==> src/rtl/cpu_fetch_if.sv <==
// ---------------------------------------------------------------------------
// cpu_fetch_if
// Bundles every signal of cpu_fetch_unit except clk and rst_n: the
// instruction-memory request/response channel, the redirect input and the
// decoded instruction output toward the control unit.
//   master : the fetch unit (drives o_* signals, samples i_* signals)
//   slave  : the environment (memory + redirect source + control unit)
// ---------------------------------------------------------------------------
interface cpu_fetch_if;
    // Instruction-memory request (valid/ready) and response (valid only)
    logic        o_imem_req_valid;
    logic        i_imem_req_ready;
    logic [31:0] o_imem_addr;
    logic        i_imem_rsp_valid;
    logic [31:0] i_imem_rsp_data;
    // Redirect from branch/jump resolution
    logic        i_redirect_valid;
    logic [31:0] i_redirect_pc;
    // Instruction toward the control unit (valid/ready)
    logic        o_instr_valid;
    logic        i_instr_ready;
    logic [31:0] o_instr;
    logic [31:0] o_pc;
    logic [6:0]  o_opcode;
    logic [2:0]  o_funct3;
    logic [6:0]  o_funct7;
    logic [4:0]  o_rs1;
    logic [4:0]  o_rs2;
    logic [4:0]  o_rd;
    logic        o_misaligned;

    modport master (
        output o_imem_req_valid, o_imem_addr,
        input  i_imem_req_ready, i_imem_rsp_valid, i_imem_rsp_data,
        input  i_redirect_valid, i_redirect_pc,
        output o_instr_valid, o_instr, o_pc,
        output o_opcode, o_funct3, o_funct7, o_rs1, o_rs2, o_rd,
        output o_misaligned,
        input  i_instr_ready
    );

    modport slave (
        input  o_imem_req_valid, o_imem_addr,
        output i_imem_req_ready, i_imem_rsp_valid, i_imem_rsp_data,
        output i_redirect_valid, i_redirect_pc,
        input  o_instr_valid, o_instr, o_pc,
        input  o_opcode, o_funct3, o_funct7, o_rs1, o_rs2, o_rd,
        input  o_misaligned,
        output i_instr_ready
    );
endinterface

==> src/rtl/cpu_fetch_unit.sv <==
// ---------------------------------------------------------------------------
// cpu_fetch_unit
// Instruction fetch stage. Keeps the fetch PC, issues in-order requests to
// instruction memory, buffers returned words in a DEPTH-entry FIFO and hands
// one pre-decoded instruction at a time to the control unit. A redirect
// flushes the buffer and marks every in-flight response for discard.
//
// Ports:
//   clk   - clock, all state changes on the rising edge
//   rst_n - synchronous reset, active HIGH despite the name (1 = reset)
//   bus   - cpu_fetch_if.master: imem request/response, redirect, and the
//           instruction/PC/field outputs
//
// Parameters:
//   RESET_PC - fetch PC after reset
//   DEPTH    - buffer entries; in-flight plus buffered words never exceed it
//              (power of 2, >= 2)
//
// Build option:
//   FETCH_MISALIGN_CHECK_EN - when defined, a redirect to a non-word-aligned
//   target raises a sticky o_misaligned and parks the unit in HALT until
//   reset. When undefined, o_misaligned is 0 and the two low target bits are
//   dropped.
// ---------------------------------------------------------------------------
module cpu_fetch_unit #(
    parameter logic [31:0] RESET_PC = 32'h0000_0000,
    parameter int          DEPTH    = 2
) (
    input logic         clk,
    input logic         rst_n,
    cpu_fetch_if.master bus
);
    localparam int AW = $clog2(DEPTH);
    localparam int CW = AW + 1;

    typedef logic [AW-1:0] ptr_t;
    typedef logic [CW-1:0] cnt_t;

    localparam cnt_t          CNT_ONE   = cnt_t'(1);
    localparam ptr_t          PTR_ONE   = ptr_t'(1);
    localparam logic [CW:0]   OCC_LIMIT = (CW+1)'(DEPTH);

`ifdef FETCH_MISALIGN_CHECK_EN
    typedef enum logic [1:0] {IDLE, RUN, HALT} state_t;
`else
    typedef enum logic {IDLE, RUN} state_t;
`endif

    state_t      state, state_next;
    logic [31:0] fetch_pc;
    cnt_t        inflight, inflight_next;
    cnt_t        discard;
    cnt_t        count;
    ptr_t        buf_rd, buf_wr;
    ptr_t        pq_rd, pq_wr;

    // Word buffer and the queue of PCs belonging to live (non-discarded)
    // requests, matched to responses in order.
    logic [31:0] buf_data [DEPTH];
    logic [31:0] buf_pc   [DEPTH];
    logic [31:0] pq_pc    [DEPTH];

    logic        redirect;
    logic [31:0] redirect_target;
    logic        bad_target;
    logic [CW:0] occupancy;
    logic        req_valid, req_fire;
    logic        rsp_take, push, pop;
    logic        head_valid;
    logic [31:0] head_instr, head_pc;

    assign redirect = bus.i_redirect_valid;

`ifdef FETCH_MISALIGN_CHECK_EN
    logic misaligned;
    assign redirect_target = bus.i_redirect_pc;
    assign bad_target      = redirect && (bus.i_redirect_pc[1:0] != 2'b00);
    assign bus.o_misaligned = misaligned;
`else
    logic unused_redirect_lsbs;
    assign redirect_target      = {bus.i_redirect_pc[31:2], 2'b00};
    assign bad_target           = 1'b0;
    assign unused_redirect_lsbs = ^bus.i_redirect_pc[1:0];
    assign bus.o_misaligned     = 1'b0;
`endif

    // Request only while credits remain; a redirect cycle never requests so
    // the old fetch PC can not leak a stale request.
    assign occupancy = {1'b0, inflight} + {1'b0, count};
    assign req_valid = (state == RUN) && !redirect && (occupancy < OCC_LIMIT);
    assign req_fire  = req_valid && bus.i_imem_req_ready;

    // Responses with nothing outstanding belong to pre-reset requests.
    assign rsp_take   = bus.i_imem_rsp_valid && (inflight != '0);
    assign push       = rsp_take && (discard == '0) && !redirect;
    assign head_valid = (count != '0);
    assign pop        = head_valid && bus.i_instr_ready;

    assign head_instr = head_valid ? buf_data[buf_rd] : 32'h0;
    assign head_pc    = head_valid ? buf_pc[buf_rd]   : 32'h0;

    assign bus.o_imem_req_valid = req_valid;
    assign bus.o_imem_addr      = fetch_pc;
    assign bus.o_instr_valid    = head_valid;
    assign bus.o_instr          = head_instr;
    assign bus.o_pc             = head_pc;
    assign bus.o_opcode         = head_instr[6:0];
    assign bus.o_rd             = head_instr[11:7];
    assign bus.o_funct3         = head_instr[14:12];
    assign bus.o_rs1            = head_instr[19:15];
    assign bus.o_rs2            = head_instr[24:20];
    assign bus.o_funct7         = head_instr[31:25];

    // NOTE: every signal assigned in always_comb gets a default on the first
    // line, so no path leaves it unassigned and no latch is inferred.
    always_comb begin
        state_next = state;
        case (state)
            IDLE:    state_next = RUN;
            RUN:     state_next = RUN;
`ifdef FETCH_MISALIGN_CHECK_EN
            HALT:    state_next = HALT;
`endif
            default: state_next = IDLE;
        endcase
`ifdef FETCH_MISALIGN_CHECK_EN
        if (bad_target) state_next = HALT;
`endif
    end

    always_comb begin
        inflight_next = inflight;
        if (req_fire) inflight_next = inflight_next + CNT_ONE;
        if (rsp_take) inflight_next = inflight_next - CNT_ONE;
    end

    // NOTE: sequential state uses non-blocking assignments so every register
    // samples pre-edge values, independent of statement order.
    always_ff @(posedge clk) begin
        if (rst_n) begin
            state    <= IDLE;
            fetch_pc <= RESET_PC;
            inflight <= '0;
            discard  <= '0;
            count    <= '0;
            buf_rd   <= '0;
            buf_wr   <= '0;
            pq_rd    <= '0;
            pq_wr    <= '0;
        end else begin
            state    <= state_next;
            inflight <= inflight_next;
            if (redirect) begin
                // Everything still outstanding after this cycle is stale;
                // this also absorbs any discard count already pending.
                fetch_pc <= redirect_target;
                discard  <= inflight_next;
                count    <= '0;
                buf_rd   <= '0;
                buf_wr   <= '0;
                pq_rd    <= '0;
                pq_wr    <= '0;
            end else begin
                if (req_fire) begin
                    fetch_pc <= fetch_pc + 32'd4;
                    pq_wr    <= pq_wr + PTR_ONE;
                end
                if (rsp_take && (discard != '0)) discard <= discard - CNT_ONE;
                if (push) begin
                    buf_wr <= buf_wr + PTR_ONE;
                    pq_rd  <= pq_rd + PTR_ONE;
                end
                if (pop) buf_rd <= buf_rd + PTR_ONE;
                case ({push, pop})
                    2'b10:   count <= count + CNT_ONE;
                    2'b01:   count <= count - CNT_ONE;
                    default: count <= count;
                endcase
            end
        end
    end

`ifdef FETCH_MISALIGN_CHECK_EN
    always_ff @(posedge clk) begin
        if (rst_n)           misaligned <= 1'b0;
        else if (bad_target) misaligned <= 1'b1;
    end
`endif

    // NOTE: storage arrays are not reset; the count and pointers decide what
    // is valid, so their contents never matter until written.
    always_ff @(posedge clk) begin
        if (req_fire) pq_pc[pq_wr] <= fetch_pc;
        if (push) begin
            buf_data[buf_wr] <= bus.i_imem_rsp_data;
            buf_pc[buf_wr]   <= pq_pc[pq_rd];
        end
    end
endmodule

==> src/flat_wrapper.sv <==
// flat-port wrapper written by rule: the top's interface ports become plain ports
module cpu_fetch_unit_flat 
#(
    parameter logic [31:0] RESET_PC = 32'h0000_0000,
    parameter int          DEPTH    = 2
)
  (clk, rst_n, bus_o_imem_req_valid, bus_o_imem_addr, bus_i_imem_req_ready, bus_i_imem_rsp_valid, bus_i_imem_rsp_data, bus_i_redirect_valid, bus_i_redirect_pc, bus_o_instr_valid, bus_o_instr, bus_o_pc, bus_o_opcode, bus_o_funct3, bus_o_funct7, bus_o_rs1, bus_o_rs2, bus_o_rd, bus_o_misaligned, bus_i_instr_ready);
  cpu_fetch_if bus_i ();
  input logic clk;
  input logic rst_n;
  output wire logic [$bits(bus_i.o_imem_req_valid)-1:0] bus_o_imem_req_valid;
  output wire logic [$bits(bus_i.o_imem_addr)-1:0] bus_o_imem_addr;
  input wire logic [$bits(bus_i.i_imem_req_ready)-1:0] bus_i_imem_req_ready;
  input wire logic [$bits(bus_i.i_imem_rsp_valid)-1:0] bus_i_imem_rsp_valid;
  input wire logic [$bits(bus_i.i_imem_rsp_data)-1:0] bus_i_imem_rsp_data;
  input wire logic [$bits(bus_i.i_redirect_valid)-1:0] bus_i_redirect_valid;
  input wire logic [$bits(bus_i.i_redirect_pc)-1:0] bus_i_redirect_pc;
  output wire logic [$bits(bus_i.o_instr_valid)-1:0] bus_o_instr_valid;
  output wire logic [$bits(bus_i.o_instr)-1:0] bus_o_instr;
  output wire logic [$bits(bus_i.o_pc)-1:0] bus_o_pc;
  output wire logic [$bits(bus_i.o_opcode)-1:0] bus_o_opcode;
  output wire logic [$bits(bus_i.o_funct3)-1:0] bus_o_funct3;
  output wire logic [$bits(bus_i.o_funct7)-1:0] bus_o_funct7;
  output wire logic [$bits(bus_i.o_rs1)-1:0] bus_o_rs1;
  output wire logic [$bits(bus_i.o_rs2)-1:0] bus_o_rs2;
  output wire logic [$bits(bus_i.o_rd)-1:0] bus_o_rd;
  output wire logic [$bits(bus_i.o_misaligned)-1:0] bus_o_misaligned;
  input wire logic [$bits(bus_i.i_instr_ready)-1:0] bus_i_instr_ready;
  assign bus_o_imem_req_valid = bus_i.o_imem_req_valid;
  assign bus_o_imem_addr = bus_i.o_imem_addr;
  assign bus_i.i_imem_req_ready = bus_i_imem_req_ready;
  assign bus_i.i_imem_rsp_valid = bus_i_imem_rsp_valid;
  assign bus_i.i_imem_rsp_data = bus_i_imem_rsp_data;
  assign bus_i.i_redirect_valid = bus_i_redirect_valid;
  assign bus_i.i_redirect_pc = bus_i_redirect_pc;
  assign bus_o_instr_valid = bus_i.o_instr_valid;
  assign bus_o_instr = bus_i.o_instr;
  assign bus_o_pc = bus_i.o_pc;
  assign bus_o_opcode = bus_i.o_opcode;
  assign bus_o_funct3 = bus_i.o_funct3;
  assign bus_o_funct7 = bus_i.o_funct7;
  assign bus_o_rs1 = bus_i.o_rs1;
  assign bus_o_rs2 = bus_i.o_rs2;
  assign bus_o_rd = bus_i.o_rd;
  assign bus_o_misaligned = bus_i.o_misaligned;
  assign bus_i.i_instr_ready = bus_i_instr_ready;
  cpu_fetch_unit #(.RESET_PC(RESET_PC), .DEPTH(DEPTH)) u_core (.clk(clk), .rst_n(rst_n), .bus(bus_i));
endmodule
==> config.mk <==
export PLATFORM = sky130hd
export DESIGN_NAME = cpu_fetch_unit_flat
export DESIGN_NICKNAME = d
export VERILOG_FILES = /design/src/rtl/cpu_fetch_if.sv /design/src/rtl/cpu_fetch_unit.sv /design/src/flat_wrapper.sv
export SDC_FILE = /design/constraint.sdc
export NUM_CORES = 1
export LEC_CHECK = 0
export ABC_AREA = 1
export BUFFER_PORTS_ARGS = -buffer_cell sky130_fd_sc_hd__buf_2
export CAP_MARGIN = 40
export CORE_MARGIN = 2
export CORE_UTILIZATION = 59
export CTS_CLUSTER_SIZE = 30
export DETAILED_ROUTE_END_ITERATION = 10
export GPL_ROUTABILITY_DRIVEN = 0
export GPL_TIMING_DRIVEN = 0
export PLACE_DENSITY = 0.86
export SKIP_CTS_REPAIR_TIMING = 1
export SYNTH_ARGS = -nofsm -noshare
export SYNTH_HDL_FRONTEND = slang
export SYNTH_SLANG_ARGS = --single-unit
==> constraint.sdc <==
create_clock -name clk -period 8.4 [get_ports clk]
set_input_delay 2.1 -clock clk [delete_from_list [all_inputs] [get_ports clk]]
set_output_delay 2.1 -clock clk [all_outputs]
set_load 0.01 [all_outputs]
# Yosys cells after proc, flatten, opt, wreduce, memory -nomap -nowiden
# Memory sizes are Yosys's and may differ from the RTL's. A register that Yosys moved wholly into a read port is not among the register bits.
# Cells that the tools add are included.
[word_totals]
n_memories = 3
ff_bits = 43
ramBits = 192
[classes]
order_cmp = 1
reduce_logical = 17
add_sub_neg = 11
n_eq_ne = 2
muxes = 20
[mem_list]
columns = ["name", "depth", "width", "read_ports", "rd_clocked_by_memory_dff", "wr", "line", "rtl"]
rows = [
  ["u_core.buf_data", 2, 32, 1, 1, 1, "cpu_fetch_unit.sv:59", "logic [31:0] buf_data [DEPTH];"],
  ["u_core.buf_pc", 2, 32, 1, 1, 1, "cpu_fetch_unit.sv:60", "logic [31:0] buf_pc [DEPTH];"],
  ["u_core.pq_pc", 2, 32, 1, 1, 1, "cpu_fetch_unit.sv:61", "logic [31:0] pq_pc [DEPTH];"],
]
[op_table]
columns = ["operator", "count"]
rows = [
  ["$mux W32", 4],
  ["$add A32 B3 Y32 const B", 1],
  ["$reduce_bool A2 Y1", 6],
  ["$mux W1", 11],
  ["$logic_and A1 B1 Y1", 8],
  ["$mux W2", 4],
  ["$sub A2 B1 Y2 const B", 3],
  ["$add A1 B1 Y1 const B", 4],
  ["$add A2 B1 Y2 const B", 2],
  ["$pmux W2 S2", 1],
  ["$add A2 B2 Y3", 1],
  ["$lt A3 B2 Y1 const B", 1],
  ["$eq A2 B1 Y1 const B", 1],
  ["$eq A2 B2 Y1 const B", 1],
  ["$logic_not A2 Y1", 1],
  ["$reduce_or A2 Y1", 1],
  ["$logic_not A1 Y1", 1],
]

# Longest topological paths before layout
[logic_depth]
depth_word = 8
ltp_mapped = 12
depth_no_buf = 11

# Worst setup path before layout
# OpenSTA, ideal clock, no wires.
[synth_timing]
kind = "input port to flip-flop"
start = "in bus_i_imem_rsp_valid"
end = "mem u_core.buf_data[0][0], enable pin"
path_slack_ns = 2.750
path_stages = 6
arrival_ns = 5.166
required_ns = 7.916
path_cell_list = "inv_1 nor2_2 inv_1 nor2_1 nand2_1 nor2_1"
[synth_between]
elab_chain_cells = 5
[synth_rtl]
columns = ["item", "line", "rtl"]
rows = [
  ["from (decl)", "flat_wrapper.sv:14", "input wire logic [$bits(bus_i.i_imem_rsp_valid)-1:0] bus_i_imem_rsp_valid;"],
  ["$logic_and A1 B1 Y1", "cpu_fetch_unit.sv:94", "assign rsp_take = bus.i_imem_rsp_valid && (inflight != '0);"],
  ["$logic_and A1 B1 Y1 (2 in a row)", "cpu_fetch_unit.sv:95", "assign push = rsp_take && (discard == '0) && !redirect;"],
  ["$mux W1", "cpu_fetch_unit.sv:194", "if (push) begin"],
  ["$mux W1 (implied by the code)", "cpu_fetch_unit.sv:195", "buf_data[buf_wr] <= bus.i_imem_rsp_data;"],
  ["to (decl)", "cpu_fetch_unit.sv:59", ""],
]
# Every way passes these cells.

# Final worst setup path
[layout_timing]
start = "in bus_i_redirect_valid"
end = "out bus_o_imem_req_valid"
[layout_between]
elab_chain_cells = 3
[layout_rtl]
columns = ["item", "line", "rtl"]
rows = [
  ["from (decl)", "flat_wrapper.sv:16", "input wire logic [$bits(bus_i.i_redirect_valid)-1:0] bus_i_redirect_valid;"],
  ["$logic_not A1 Y1", "cpu_fetch_unit.sv:90", "assign req_valid = (state == RUN) && !redirect && (occupancy < OCC_LIMIT);"],
  ["$logic_and A1 B1 Y1 (2 in a row)", "cpu_fetch_unit.sv:90", ""],
  ["to (decl)", "flat_wrapper.sv:11", "output wire logic [$bits(bus_i.o_imem_req_valid)-1:0] bus_o_imem_req_valid;"],
]
# Every way passes these cells.

==> flow_metrics.py <==
metrics = {
    "run_status": {
        "status": "complete, no violations",
    },
    "route": {
        "num_vias": 7486,
        "wl_um": 22730,
        "route.detailed.drc": 0,
        "vias_per_cell": 5.317,
        "drtIter0Drc": 543,
        "antenna_left": 0,
        "firstDrtPassIters": 5,
        "wl_per_cell_um": 16.15,
    },
    "clock_tree": {
        "clock_sinks": 227,
        "cts_buffers": 22,
        "cts_tree": "yes",
        "cts.path.max_buffers": 3,
        "clkLatencyLatePin_ps": 510,
        "clockRootBuffer": "clkbuf_16",
        "clk_pin_slew_worst_paths_ps": 60,
        "htreeDepth": 1,
    },
    "power_and_ir_drop": {
        "vdd.ir_drop.worst_v": 0.0001440,
        "p_int_uw": 1937,
        "comb_power_share": 0.075,
        "p_sw_frac": 0.2173,
        "p_sw_uw": 537.7,
        "finalPower_uw": 2475,
        "leakagePower_uw": 0.004999,
        "clockPowerShare": 0.406,
        "seq_power_share": 0.519,
        "powerDensity_mw_per_mm2": 205.0,
    },
    "critical_path": {
        "cpMaxStageDelayCell": "buf_2",
        "arrival_ps": 2650,
        "crit_chain": "buf_2 > nor2_4 > nand2_1 > inv_1 > buf_2",
        "cp_data_required_time_ps": 6300,
        "worst_path_most_repeated_cell": "buf_2",
        "crit_buf_inv": 3,
        "r2r_cells": 8,
        "cp_max_fo": 8,
        "cp_slowest_stage_delay_ps": 170,
        "cp-start-kind": "input pin",
        "worst-path-stages": 5,
        "worstSetupEndpointType": "output pin",
        "critPathKind": "in2out",
        "cp_top_family": "buffers and inverters",
    },
    "sta": {
        "setup_viol": 0,
        "finalMaxSlewViolations": 0,
        "tightest_slew_ps": 825.3,
        "hold_violations": 0,
        "fmax_ghz": 0.2105,
        "fin_skew_ps": 9.156,
        "finalSetupTns_ps": 0,
        "fin_crit_sh": 0.5654,
        "rsz0062_at_grt": "no",
        "maxSlewHeadroom": 0.4492,
        "layout_min_cycle_time_ps": 4750,
    },
    "die": {
        "core-area_mm2": 0.01647,
        "die_area_mm2": 0.01781,
        "start_util": 0.6004,
        "dieWidth_um": 133.4,
        "rows": 47,
        "io-pin-count": 201,
        "die_y_um": 133.4,
    },
    "grt": {
        "grt_pass1_wl_um": 35700,
        "overflow": 0,
        "grt_max_degree": 26,
        "antenna_found_initial": 0,
        "grt_pass1_vias": 7277,
        "grt_usage": 0.2546,
    },
    "logic_synthesis": {
        "synth_mux_area_frac": 0.03417,
        "synthSimpleGateAreaFrac": 0.1648,
        "syn_inst": 945,
        "avgSynthCellArea_um2": 10.46,
        "synth_compound_area_frac": 0.06771,
        "synth_fa_ha_area_frac": 0.007088,
        "syn_area_mm2": 0.009886,
        "synth_cell_types": 32,
        "synth_top_family_by_area": "simple AND/OR/NAND/NOR gates",
        "synth_xor_area_frac": 0.01063,
        "yosys_register_bits": 227,
        "seq_area_frac_synth": 0.6460,
        "synth_warnings": 0,
    },
    "worst_hold_path": {
        "hold_class": "reg2reg",
        "hold_depth": 1,
    },
    "layout": {
        "final_util": 0.7331,
        "antenna_cells": 0,
        "drive_gt1_frac": 0.2828,
        "syn_to_final_growth_pct": 22.11,
        "final_nets": 1247,
    },
    "placement": {
        "port_buffers": 192,
        "dp_hpwl_um": 15580,
    },
    "run": {
        "maxCapViolCount": 0,
    },
}
==> power by group through the flow <==
stage / combinational (µW) / clock [µW] / sequential, µW
after global routing: 205 / 1060 / 1290
after floorplan: 105 / 0 / 1300
after detailed placement: 181 / 0 / 1310
final: 185 / 1010 / 1280
after CTS: 184 / 1020 / 1280
after global placement: 166 / 0 / 1310
==> per-layer routing <==
layer  wire [µm]  vias to the layer above  global-route usage
li1            -                     3575                   -
met1        8768                     3463              0.3207
met2       11080                      379              0.4338
met3        2008                       69             0.04148
met4         880                        0              0.1200
met5           0                        -                   0
==> final timing paths <==
kind                              from              endpoint  slack (ps)
setup / recovery  bus_i_redirect_valid  bus_o_imem_req_valid        3650
hold / removal           u_core.buf_rd         u_core.buf_rd         460
setup reg to reg       u_core.count[0]   u_core.pq_pc[0][26]        5680
hold reg to reg          u_core.buf_rd         u_core.buf_rd         460
==> cells in the mapped netlist, drive strengths merged <==
cell    number  area (µm²)
and3         1       6.260
nand2      303        1160
inv         69       259.0
o211ai       1       7.510
fa           1       20.02
nor2        61       286.5
ha           4       50.05
clkinv       2       7.510
buf         45       316.5
o21a         1       7.510
nand4        4       25.02
nand3       26       145.1
a21oi       97       489.2
conb         1       3.750
a31oi        4       25.02
edfxtp     184        5525
xor2        12       105.1
o21ai       28       140.1
dfxtp       43       860.8
mux2        30       337.8
or2          1       6.260
clkbuf      27       101.4
==> state kept, by name (all words and copies together), names as in the netlist, named ones only <==
register                count
u_core.state                1
u_core.count                2
u_core.pq_wr                1
u_core.buf_wr               1
u_core.buf_pc              60
u_core.pq_rd                1
u_core.buf_rd               1
u_core.bus.o_imem_addr     30
u_core.inflight             2
u_core.discard              2
u_core.buf_data            64
u_core.pq_pc               60
==> stage by stage <==
step / instance area, µm² / hold slack (ps) / instances / setup slack [ps]
after floorplan: 9901 / 431.5 / 949 / 2750
after global placement: 11140 / 443.5 / 1361 / 1276
after detailed placement: 11330 / 450.7 / 1368 / 3648
after CTS: 12070 / 458.6 / 1408 / 3647
after global routing: 12070 / 485.3 / 1408 / 3615
final: 12070 / 460.5 / 1408 / 3651
==> worst reg2reg max path, cell delays in order, from the launching register on <==
cell     delay [ps]
dfxtp_1         410
nand2_1          70
inv_1            70
fa_1            410
nor2_1          220
nand3_2         150
buf_2           220
nor2_2          650
buf_16          230
==> cell usage in the layout, fill, tap and decap left out, types with 10 or more instances in the layout <==
| master | n |
|---|---|
| clkbuf_16 | 23 |
| xor2_1 | 12 |
| inv_1 | 66 |
| mux2_2 | 30 |
| clkbuf_1 | 31 |
| nand3_1 | 23 |
| a21oi_1 | 96 |
| edfxtp_1 | 184 |
| buf_4 | 38 |
| buf_2 | 199 |
| nor2_1 | 44 |
| dfxtp_1 | 43 |
| nor2_2 | 10 |
| nand2_1 | 296 |
| o21ai_0 | 24 |
==> cell type report <==
class,count,area (µm²)
plain buffers,72,417.9
well taps,220,275.3
clock buffers,29,618.1
flip-flops and latches,227,6386
multi-input cells,579,2850
fillers,1076,4394
inverters,71,266.5
clock inverters,11,123.9
repair buffers,199,1134
==> cell families after synthesis <==
logic type	count (synthesis)
XOR/XNOR	12
buffers and inverters	143
flip-flops	227
adder cells (fa/ha/maj)	5
multiplexers	30
other	1
AO/OA/AOI/OAI	131
AND/OR/NAND/NOR	396
(Power assumes the default switching activity.)
